[config.mk]
export PLATFORM = sky130hd
export DESIGN_NAME = keypad_scanner
export DESIGN_NICKNAME = d
export VERILOG_FILES = /design/src/rtl/keypad_scanner_pkg.sv /design/src/rtl/keypad_scanner_debounce.sv /design/src/rtl/keypad_scanner.sv
export SDC_FILE = /design/constraint.sdc
export NUM_CORES = 1
export LEC_CHECK = 0
export BUFFER_PORTS_ARGS = -buffer_cell sky130_fd_sc_hd__clkbuf_2
export CAP_MARGIN = 10
export CORE_ASPECT_RATIO = 0.6
export CORE_MARGIN = 5
export CORE_UTILIZATION = 40
export CTS_CLUSTER_DIAMETER = 120
export CTS_CLUSTER_SIZE = 40
export DETAILED_ROUTE_END_ITERATION = 8
export PLACE_DENSITY = 0.58
export SLEW_MARGIN = 40
export SYNTH_ARGS = -nofsm -noshare
export SYNTH_HDL_FRONTEND = slang
export SYNTH_SLANG_ARGS = --single-unit
export TNS_END_PERCENT = 1
[constraint.sdc]
create_clock -name clk -period 23 [get_ports clk]
set_input_delay 2.3 -clock clk [delete_from_list [all_inputs] [get_ports clk]]
set_output_delay 2.3 -clock clk [all_outputs]
set_load 0.02 [all_outputs]
[src/rtl/keypad_scanner_pkg.sv]
// Shared keypad geometry, key-code encoding and the position-to-code map
// used by the scanner and its debounce stage.
package keypad_scanner_pkg;

  localparam int NROWS   = 4;
  localparam int NCOLS   = 3;
  localparam int NKEYS   = NROWS * NCOLS;
  localparam int NDIGITS = 10;

  typedef logic [3:0]       key_code_t;
  typedef logic [NKEYS-1:0] frame_t;

  localparam key_code_t KEY_NONE = 4'hF;

  // Frame bit 3*row+col to key code; '*' and '#' carry no digit and map to NONE.
  function automatic key_code_t key_code_at(input logic [3:0] pos);
    key_code_t code;
    case (pos)
      4'd0:    code = 4'd1;
      4'd1:    code = 4'd2;
      4'd2:    code = 4'd3;
      4'd3:    code = 4'd4;
      4'd4:    code = 4'd5;
      4'd5:    code = 4'd6;
      4'd6:    code = 4'd7;
      4'd7:    code = 4'd8;
      4'd8:    code = 4'd9;
      4'd10:   code = 4'd0;
      default: code = KEY_NONE;
    endcase
    return code;
  endfunction

  function automatic logic is_digit(input key_code_t code);
    return code < 4'd10;
  endfunction

  function automatic logic [NDIGITS-1:0] digit_onehot(input key_code_t code);
    logic [NDIGITS-1:0] vec;
    for (int i = 0; i < NDIGITS; i++) begin
      vec[i] = (code == 4'(i));
    end
    return vec;
  endfunction

endpackage

[src/rtl/keypad_scanner_debounce.sv]
// Frame-rate debounce: a key code must repeat for DEBOUNCE_CNT frames
// before it becomes the stable code; new digits raise a one-cycle strobe.
module keypad_debounce
  import keypad_scanner_pkg::*;
#(
  parameter int DEBOUNCE_CNT = 4
) (
  input  logic      clk,
  input  logic      resetn,
  input  logic      frame_valid,
  input  key_code_t frame_code,
  output key_code_t stable_code,
  output logic      stable_strobe
);

  localparam int             CW      = $clog2(DEBOUNCE_CNT + 1);
  localparam logic [CW-1:0]  CNT_MAX = CW'(DEBOUNCE_CNT);

  key_code_t     cand_code;
  logic [CW-1:0] stable_cnt;
  logic [CW-1:0] cnt_next;
  logic          take;

  always_comb begin
    cnt_next = stable_cnt;
    if (frame_code != cand_code) begin
      cnt_next = CW'(1);
    end else if (stable_cnt != CNT_MAX) begin
      cnt_next = stable_cnt + CW'(1);
    end
    take = frame_valid && (cnt_next == CNT_MAX);
  end

  always_ff @(posedge clk) begin
    if (!resetn) begin
      cand_code     <= KEY_NONE;
      stable_cnt    <= '0;
      stable_code   <= KEY_NONE;
      stable_strobe <= 1'b0;
    end else begin
      stable_strobe <= 1'b0;
      if (frame_valid) begin
        cand_code  <= frame_code;
        stable_cnt <= cnt_next;
      end
      // Re-taking the same code while saturated is harmless: no strobe.
      if (take) begin
        stable_code   <= frame_code;
        stable_strobe <= is_digit(frame_code) && (frame_code != stable_code);
      end
    end
  end

endmodule

[src/rtl/keypad_scanner.sv]
// 4x3 matrix keypad scanner: row drive, column synchroniser, frame capture
// and reduction, debounce, and registered one-hot digit output.
module keypad_scanner
  import keypad_scanner_pkg::*;
#(
  parameter int SCAN_DIV     = 4096,
  parameter int DEBOUNCE_CNT = 4
) (
  input  logic               clk,
  input  logic               resetn,
  output logic [NROWS-1:0]   row_n,
  input  logic [NCOLS-1:0]   col_n,
  output logic [NDIGITS-1:0] keypad,
  output logic               key_strobe
);

  localparam int DW = $clog2(SCAN_DIV);

  logic [DW-1:0]    dwell;
  logic [1:0]       row;
  logic [1:0]       row_next;
  logic [NCOLS-1:0] col_s1;
  logic [NCOLS-1:0] col_s2;
  frame_t           acc;
  frame_t           frame;
  logic             sample;
  logic             frame_end;
  logic [3:0]       hits;
  logic [3:0]       hit_pos;
  key_code_t        frame_code;
  key_code_t        stable_code;
  logic             stable_strobe;

  always_ff @(posedge clk) begin
    if (!resetn) begin
      col_s1 <= '0;
      col_s2 <= '0;
    end else begin
      col_s1 <= col_n;
      col_s2 <= col_s1;
    end
  end

  // Dwell runs down from SCAN_DIV-1; terminal count is the row's sample point.
  assign sample    = (dwell == '0);
  assign frame_end = sample && (row == 2'(NROWS - 1));
  assign row_next  = row + 2'd1;

  always_ff @(posedge clk) begin
    if (!resetn) begin
      dwell <= DW'(SCAN_DIV - 1);
      row   <= '0;
      row_n <= 4'b1110;
      acc   <= '0;
    end else if (sample) begin
      dwell                    <= DW'(SCAN_DIV - 1);
      row                      <= row_next;
      row_n                    <= ~(NROWS'(1) << row_next);
      acc[NCOLS*row +: NCOLS]  <= ~col_s2;
    end else begin
      dwell <= dwell - DW'(1);
    end
  end

  // Complete frame as it stands on this cycle, including the row being sampled.
  always_comb begin
    frame                       = acc;
    frame[NCOLS*row +: NCOLS]   = ~col_s2;
  end

  always_comb begin
    hits    = '0;
    hit_pos = '0;
    for (int i = 0; i < NKEYS; i++) begin
      if (frame[i]) begin
        hits    = hits + 4'd1;
        hit_pos = 4'(i);
      end
    end
    frame_code = (hits == 4'd1) ? key_code_at(hit_pos) : KEY_NONE;
  end

  keypad_debounce #(
    .DEBOUNCE_CNT (DEBOUNCE_CNT)
  ) u_debounce (
    .clk           (clk),
    .resetn        (resetn),
    .frame_valid   (frame_end),
    .frame_code    (frame_code),
    .stable_code   (stable_code),
    .stable_strobe (stable_strobe)
  );

  always_ff @(posedge clk) begin
    if (!resetn) begin
      keypad     <= '0;
      key_strobe <= 1'b0;
    end else begin
      keypad     <= digit_onehot(stable_code);
      key_strobe <= stable_strobe;
    end
  end

endmodule

# After elaboration in Yosys (flattened, before gate mapping)
# Memory sizes are Yosys's and may differ from the RTL's.
# Cells that the tools add are included.
totals:
  latchBits: 0
  wordCells: 85
  inputBits: 5
  output_inout_bits: 15
  rom_bits: 64
  mem_count: 1
  regBits: 59
  ramBits: 0
classes:
  reduce_logical: 7
  n_shift: 3
  magnitude_cmp: 1
  div: 0
  addsub: 15
  muxes: 27
  n_bitwise: 3
  n_eq_ne: 15
  multipliers: 1
mem_list:
  columns: ["memory", "depth", "width", "rd", "rd_ports_with_merged_regs", "write_ports", "line", "source"]
  rows:
  - ["(name not given)", 16, 4, 1, 0, 0, "keypad_scanner_pkg.sv:18", "case (pos)"]
ops:
  columns: ["cell", "count"]
  rows:
  - ["two-way mux 4 bit", 22]
  - ["adder 4 x 1 -> 4 bit (second input constant)", 11]
  - ["negator 4 -> 34 bit", 1]
  - ["variable shift 3 x 34 -> 12 bit (first input constant)", 1]
  - ["indexed part select 3 x 34 -> 12 bit", 1]
  - ["equality test 4 x 3 -> 1 bit (second input constant)", 4]
  - ["bitwise mux 12 bit", 1]
  - ["zero test 12 bit", 1]
  - ["subtractor 12 x 1 -> 12 bit (second input constant)", 1]
  - ["equality test 4 x 1 -> 1 bit (second input constant)", 2]
  - ["equality test 4 x 2 -> 1 bit (second input constant)", 2]
  - ["equality test 4 bit (second input constant)", 2]
  - ["inequality test 4 bit", 2]
  - ["two-way mux 3 bit", 2]
  - ["zero test 4 bit", 1]
  - ["less-than comparator 4 bit (second input constant)", 1]
  - ["multiplier 2 x 2 -> 4 bit (first input constant)", 1]
  - ["NOT 4 bit", 1]
  - ["left shift 1 x 2 -> 4 bit (first input constant)", 1]
  - ["adder 3 x 1 -> 3 bit (second input constant)", 1]
  - ["equality test 3 bit (second input constant)", 1]
  - ["logical AND 1 bit", 3]
  - ["inequality test 3 bit (second input constant)", 1]
  - ["NOT 3 bit", 1]
  - ["other kinds (6)", 7]

# Logic depth before layout (Yosys ltp)
depth:
  word_depth: 34
  depth_mapped: 45
  depth_no_buf: 42

# By module
# Synthesis repeated with hierarchy kept, for this count alone.
hier_totals:
  hier_cells: 430
  area_unflattened_um2: 3696.0
modules_own_cells:
  columns: ["module", "area_each_um2", "cells_per_inst", "n_inst"]
  rows:
  - ["keypad_scanner", 3035.4, 362, 1]
  - ["keypad_debounce", 660.6, 68, 1]

# Least setup slack after synthesis
# Ideal clock, no wire load.
synth_timing:
  path_kind: "reg2reg"
  start: "register row[0]"
  end: "register u_debounce.stable_strobe"
  arrival_ns: 7.955
  path_stages_with_launch: 45
  setup_slack_ns: 14.922
  path_buffers: 2
  synth_period_minus_slack_ns: 8.078
  setup_ns: 0.123
  path_cell_list: "dfxtp_1 -> buf_2 -> inv_1 -> ha_1 -> buf_2 -> nor3_1 -> mux2i_1 -> ha_1 -> inv_1 -> xnor2_1 -> ha_1 -> mux2_2 -> ha_1 -> nand2_1 -> nand3_1 -> ha_1 -> nor2_1 -> a41oi_1 -> (+9 left out) -> nor2_1 -> a21oi_1 -> ha_1 -> nor2_1 -> a21oi_1 -> o31ai_1 -> inv_1 -> ha_1 -> nand2_1 -> o21ai_0 -> ha_1 -> or3_1 -> o22ai_1 -> inv_1 -> a211o_1 -> xor2_1 -> nor4_1 -> nor3_1"
synth_via:
  elab_chain_cells: 34
  word_cells_on_any_way: 52
synth_lines:
  columns: ["element", "line", "source"]
  rows:
  - ["start, declared", "keypad_scanner.sv:20", "logic [1:0] row;"]
  - ["start signal, assigned", "keypad_scanner.sv:57", "row <= row_next;"]
  - ["multiplier 2 x 2 -> 4 bit", "keypad_scanner.sv:68", "frame[NCOLS*row +: NCOLS] = ~col_s2;"]
  - ["negator 4 -> 34 bit", "keypad_scanner.sv:68", null]
  - ["indexed part select 3 x 34 -> 12 bit or variable shift 3 x 34 -> 12 bit (tied branches)", "keypad_scanner.sv:68", null]
  - ["bitwise mux 12 bit", "keypad_scanner.sv:68", null]
  - ["two-way mux 1 bit", "keypad_scanner.sv:75", "if (frame[i]) begin"]
  - ["adder 4 x 1 -> 4 bit", "keypad_scanner.sv:76", "hits = hits + 4'd1;"]
  - ["two-way mux 4 bit", "keypad_scanner.sv:75", null]
  - ["adder 4 x 1 -> 4 bit", "keypad_scanner.sv:76", null]
  - ["(+18 left out)", null, null]
  - ["two-way mux 4 bit", "keypad_scanner.sv:75", null]
  - ["equality test 4 x 1 -> 1 bit", "keypad_scanner.sv:80", "frame_code = (hits == 4'd1) ? key_code_at(hit_pos) : KEY_NONE;"]
  - ["two-way mux 4 bit", "keypad_scanner.sv:80", null]
  - ["inequality test 4 bit", "keypad_scanner_debounce.sv:26", "if (frame_code != cand_code) begin"]
  - ["two-way mux 3 bit", "keypad_scanner_debounce.sv:26", null]
  - ["equality test 3 bit", "keypad_scanner_debounce.sv:31", "take = frame_valid && (cnt_next == CNT_MAX);"]
  - ["logical AND 1 bit", "keypad_scanner_debounce.sv:31", null]
  - ["AND reduction 2 bit (no source line)", null, null]
  - ["end signal, assigned", "keypad_scanner_debounce.sv:49", "stable_strobe <= is_digit(frame_code) && (frame_code != stable_code);"]
  - ["end, declared", "keypad_scanner_debounce.sv:13", "output logic stable_strobe"]
# Several ways; a longest one is shown, not always the timed one.
# A chain may end at the register's enable or synchronous reset.

# Worst setup path in the final report
layout_timing:
  start: "register row[0]"
  end: "register u_debounce.stable_cnt[0]"
layout_via:
  elab_chain_cells: 31
  word_cells_on_any_way: 46
layout_lines:
  columns: ["element", "line", "source"]
  rows:
  - ["multiplier 2 x 2 -> 4 bit", "keypad_scanner.sv:68", null]
  - ["negator 4 -> 34 bit", "keypad_scanner.sv:68", null]
  - ["indexed part select 3 x 34 -> 12 bit or variable shift 3 x 34 -> 12 bit (tied branches)", "keypad_scanner.sv:68", null]
  - ["bitwise mux 12 bit", "keypad_scanner.sv:68", null]
  - ["two-way mux 1 bit", "keypad_scanner.sv:75", null]
  - ["adder 4 x 1 -> 4 bit", "keypad_scanner.sv:76", null]
  - ["two-way mux 4 bit", "keypad_scanner.sv:75", null]
  - ["adder 4 x 1 -> 4 bit", "keypad_scanner.sv:76", null]
  - ["(+15 left out)", null, null]
  - ["adder 4 x 1 -> 4 bit", "keypad_scanner.sv:76", null]
  - ["two-way mux 4 bit", "keypad_scanner.sv:75", null]
  - ["adder 4 x 1 -> 4 bit", "keypad_scanner.sv:76", null]
  - ["two-way mux 4 bit", "keypad_scanner.sv:75", null]
  - ["equality test 4 x 1 -> 1 bit", "keypad_scanner.sv:80", null]
  - ["two-way mux 4 bit", "keypad_scanner.sv:80", null]
  - ["inequality test 4 bit", "keypad_scanner_debounce.sv:26", null]
  - ["two-way mux 3 bit", "keypad_scanner_debounce.sv:26", null]
  - ["end signal, assigned", "keypad_scanner_debounce.sv:44", "stable_cnt <= cnt_next;"]
  - ["end, declared", "keypad_scanner_debounce.sv:20", "logic [CW-1:0] stable_cnt;"]
# Several ways; a longest one is shown, not always the timed one.

==> summary.txt <==
Die
  – Total die area: 0.0120 mm²
  – Core Rows: 28
  – Initial core utilization: 40.6%
  – Die H: 87.0 µm
  – Die W: 138 µm
  – I/O Pins: 20
  – Core area: 0.00974 mm²

Yosys
  – Main synth FF type: dfxtp_1
  – Largest cells by area after synthesis: dfxtp_1 (30%), ha_1 (7.0%), nand2_1 (5.3%)
  – Post-synthesis sequential area ratio: 29.9%
  – Async set or reset register ratio after synthesis: 0%
  – Yosys top cell area share: 29.9%
  – Post-synth top area cell: dfxtp_1
  – Syn Std Cell Area: 0.00396 mm²
  – Unique cell type count in the Yosys netlist: 69
  – Synth Net Count: 497
  – Mean Syn Cell Area: 8.41 µm²
  – Syn Inst Count: 470
  – Synth warn: 0
  – Number of enable flip-flop cells after synthesis: 0
  – Yosys reg bits: 59

Placed design
  – DPL Wire Length: 7130 µm
  – Placement Setup Slack: 13.95 ns
  – GP Congestion: 0.843
  – Post-Place Cells: 604
  – Port buffer count: 19
  – Post-Place Cell Area: 0.00415 mm²

Min path
  – Hold Crit Start: dwell[0]
  – HP Class: register to register
  – Worst Hold End: dwell[0]
  – Worst hold stages: 1

Worst setup path
  – CP Data Arrival Time: 9.39 ns
  – Startpoint class of the critical path: register
  – Most common cell on crit path: ha_1
  – Critical path type: register to register
  – R2R Path Start: row[0]
  – Crit-path max FO: 15
  – Critical path required time: 23.23 ns
  – R2R Setup Slk: 13.84 ns
  – CP peak stage delay: 0.61 ns
  – R2R Path End: u_debounce.stable_cnt[0]
  – Max stage delay cell, worst path: dfxtp_1
  – CP Capture Type: register
  – Worst r2r path cells: 42
  – Worst setup path start: row[0]

Layout
  – Commonest non-fill, non-tap cell in the layout: dfxtp_1
  – Finished Layout Cells: 618
  – Fillers: 970
  – Final #Nets: 507
  – Fraction of layout cells with a size suffix above 1: 11.2%
  – Inserted Diodes: 0
  – Commonest non-fill, non-tap cells in the layout: dfxtp_1 (59), nand2_1 (56), nor2_1 (34)
  – P&R area growth vs syn: 12.5%
  – Final instance area: 0.00445 mm²

CTS
  – Clock Tree Buf Depth: 2
  – Worst skew pair latency: 0.32 ns
  – CTS clk-pin slew, worst paths: 0.05 ns
  – Clk root buf: clkbuf_16
  – CTS Sinks: 59
  – CTS tree: built
  – CTS resizes: 0
  – CTS buffer count: 9
  – Htree depth: 3
  – Postcts setup bufs: 0
  – Hold-fix buffers, CTS: 0

Detailed routing
  – Initial DRT Pass Iterations: 5
  – Total number of vias: 3352
  – DRC marker count from the first detailed-route iteration: 248
  – Remaining antenna violation count: 0
  – Drt wl/cell: 15.5 µm
  – Final WL: 9590 µm
  – Via/cell ratio: 5.42
  – DR DRC count: 0

Timing
  – Min cycle time layout: 9.16 ns
  – Max-Slew Margin vs Limit: 49.5%
  – Max Slew Vio Count: 0
  – Worst Slack Setup Final: 13.84 ns
  – Final Skew: 0.00859 ns
  – Final hold vios: 0
  – Final setup fails: 0
  – Setup Total Neg Slack: 0 ns
  – Worst slew pin tran: 0.754 ns
  – RSZ-0062 raised after global routing: no
  – FMAX: 109 MHz
  – Final worst path period share: 39.8%

Power and ir drop
  – Sw frac: 21.4%
  – Internal power: 0.000203 W
  – Power Density: 58.1 mW/mm²
  – Max VDD drop: 0.0000421 V
  – Comb power frac: 7.8%
  – Leakage power: 1.76 nW
  – Reg power frac: 40.4%
  – Sw Pwr: 0.0000552 W
  – Power share of the clock group: 51.9%

Global route
  – Largest net degree at the start of global routing: 38
  – Number of global-route vias before repair: 2986
  – Gr usage total: 16.0%
  – Total grt overflow: 0
  – First-pass GRT wire length: 15400 µm
  – Initial antenna violation count: 0

Outcome
  – Status: complete, no violations

Run
  – Max cap viols: 0
==> registers in the layout (all words and copies together), names as in the netlist <==
register / flops
u_debounce.cand_code: 4
u_debounce.stable_strobe: 1
row: 2
dwell: 12
keypad: 10
u_debounce.stable_code: 4
acc: 12
u_debounce.stable_cnt: 3
col_s1: 3
col_s2: 3
row_n: 4
key_strobe: 1
==> cells by family after synthesis <==
| family | count (synthesis) | synth area share [%] |
|---|---|---|
| multiplexers | 4 | 1.04 |
| buffers and inverters | 43 | 4.30 |
| AND/OR/NAND/NOR | 196 | 25.9 |
| flip-flops | 59 | 29.9 |
| AO/OA/AOI/OAI | 102 | 19.0 |
| XOR/XNOR | 44 | 13.0 |
| adder cells (fa/ha/maj) | 22 | 6.96 |
==> cells in the mapped netlist (all sizes together), types with 2 or more instances <==
| cell | count |
|---|---|
| dfxtp | 59 |
| nand2 | 56 |
| nor2 | 34 |
| xnor2 | 23 |
| ha | 22 |
| nand3 | 21 |
| o21ai | 20 |
| inv | 19 |
| clkbuf | 15 |
| nor3 | 15 |
| a31oi | 14 |
| a211oi | 13 |
| a21oi | 12 |
| xor2 | 12 |
| and2 | 11 |
| nor2b | 11 |
| nor4 | 10 |
| buf | 8 |
| and3 | 7 |
| xnor3 | 7 |
| nand3b | 6 |
| o211ai | 5 |
| or3 | 5 |
| nand2b | 4 |
| o211a | 4 |
| o22ai | 4 |
| a31o | 3 |
| a32oi | 3 |
| mux2i | 3 |
| nand4 | 3 |
| nor4b | 3 |
| o31ai | 3 |
| or2 | 3 |
| a22o | 2 |
| a41oi | 2 |
| nor4bb | 2 |
| o2111ai | 2 |
| o21a | 2 |
| o22a | 2 |
| o32a | 2 |
| or4b | 2 |
| xor3 | 2 |
==> how the worst max path moves through the flow <==
stage                     slack (ns)                       end  cells past startpoint
after global routing           13.02  u_debounce.stable_cnt[0]                     41
after floorplan                14.92  u_debounce.stable_strobe                     44
final                          13.84  u_debounce.stable_cnt[0]                     42
after detailed placement       13.95  u_debounce.stable_cnt[0]                     42
after CTS                      13.93  u_debounce.stable_cnt[0]                     42
after global placement         14.26  u_debounce.stable_cnt[0]                     42
==> metrics by stage <==
| step | util, % | hold slack [ns] | total power, W |
|---|---|---|---|
| 4_1_cts | 45.7 | 0.414 | 0.000262 |
| 3_5_place_dp | 42.6 | 0.402 | 0.000126 |
| 3_3_place_gp | 42.6 | 0.399 | 0.000126 |
| 5_1_grt | 45.7 | 0.437 | 0.000269 |
| 2_1_floorplan | - | 0.384 | 0.000122 |
| 6_report | 45.7 | 0.412 | 0.000258 |
==> critical path, delay by kind of cell (launching register included) <==
kind                     cells  cell delay [ns]
flip-flops                   1             0.61
buffers and inverters        5             0.53
AND/OR/NAND/NOR             12             1.51
AO/OA/AOI/OAI               11             2.13
adder cells (fa/ha/maj)     11             3.47
multiplexers                 2             0.68
XOR/XNOR                     1             0.13
==> per-layer routing <==
metal / global-route usage [%] / vias up / part of all wire [%]
li1: - / 1722 / -
met2: 20.3 / 71 / 35
met3: 3.62 / 2 / 5.0
met5: 0 / - / 0
met4: 3.77 / 0 / 0.28
met1: 26.3 / 1557 / 59
==> power groups by stage <==
stage	registers, W	clock network (W)	logic [W]
2_1_floorplan	0.000106	0	0.0000160
3_3_place_gp	0.000106	0	0.0000194
3_5_place_dp	0.000106	0	0.0000198
4_1_cts	0.000104	0.000138	0.0000200
5_1_grt	0.000104	0.000143	0.0000224
6_report	0.000104	0.000134	0.0000200
==> area by class of cell <==
type | count | area [µm²] | share of cell area [%]
tap | 135 | 169 | 3.80
multi-input combinational | 368 | 2600 | 58.5
clock inverter | 2 | 35.0 | 0.788
clock buffer | 12 | 267 | 5.99
inverter | 20 | 75.1 | 1.69
timing repair buffer | 22 | 118 | 2.64
sequential | 59 | 1180 | 26.6
(Power assumes the default switching activity.)
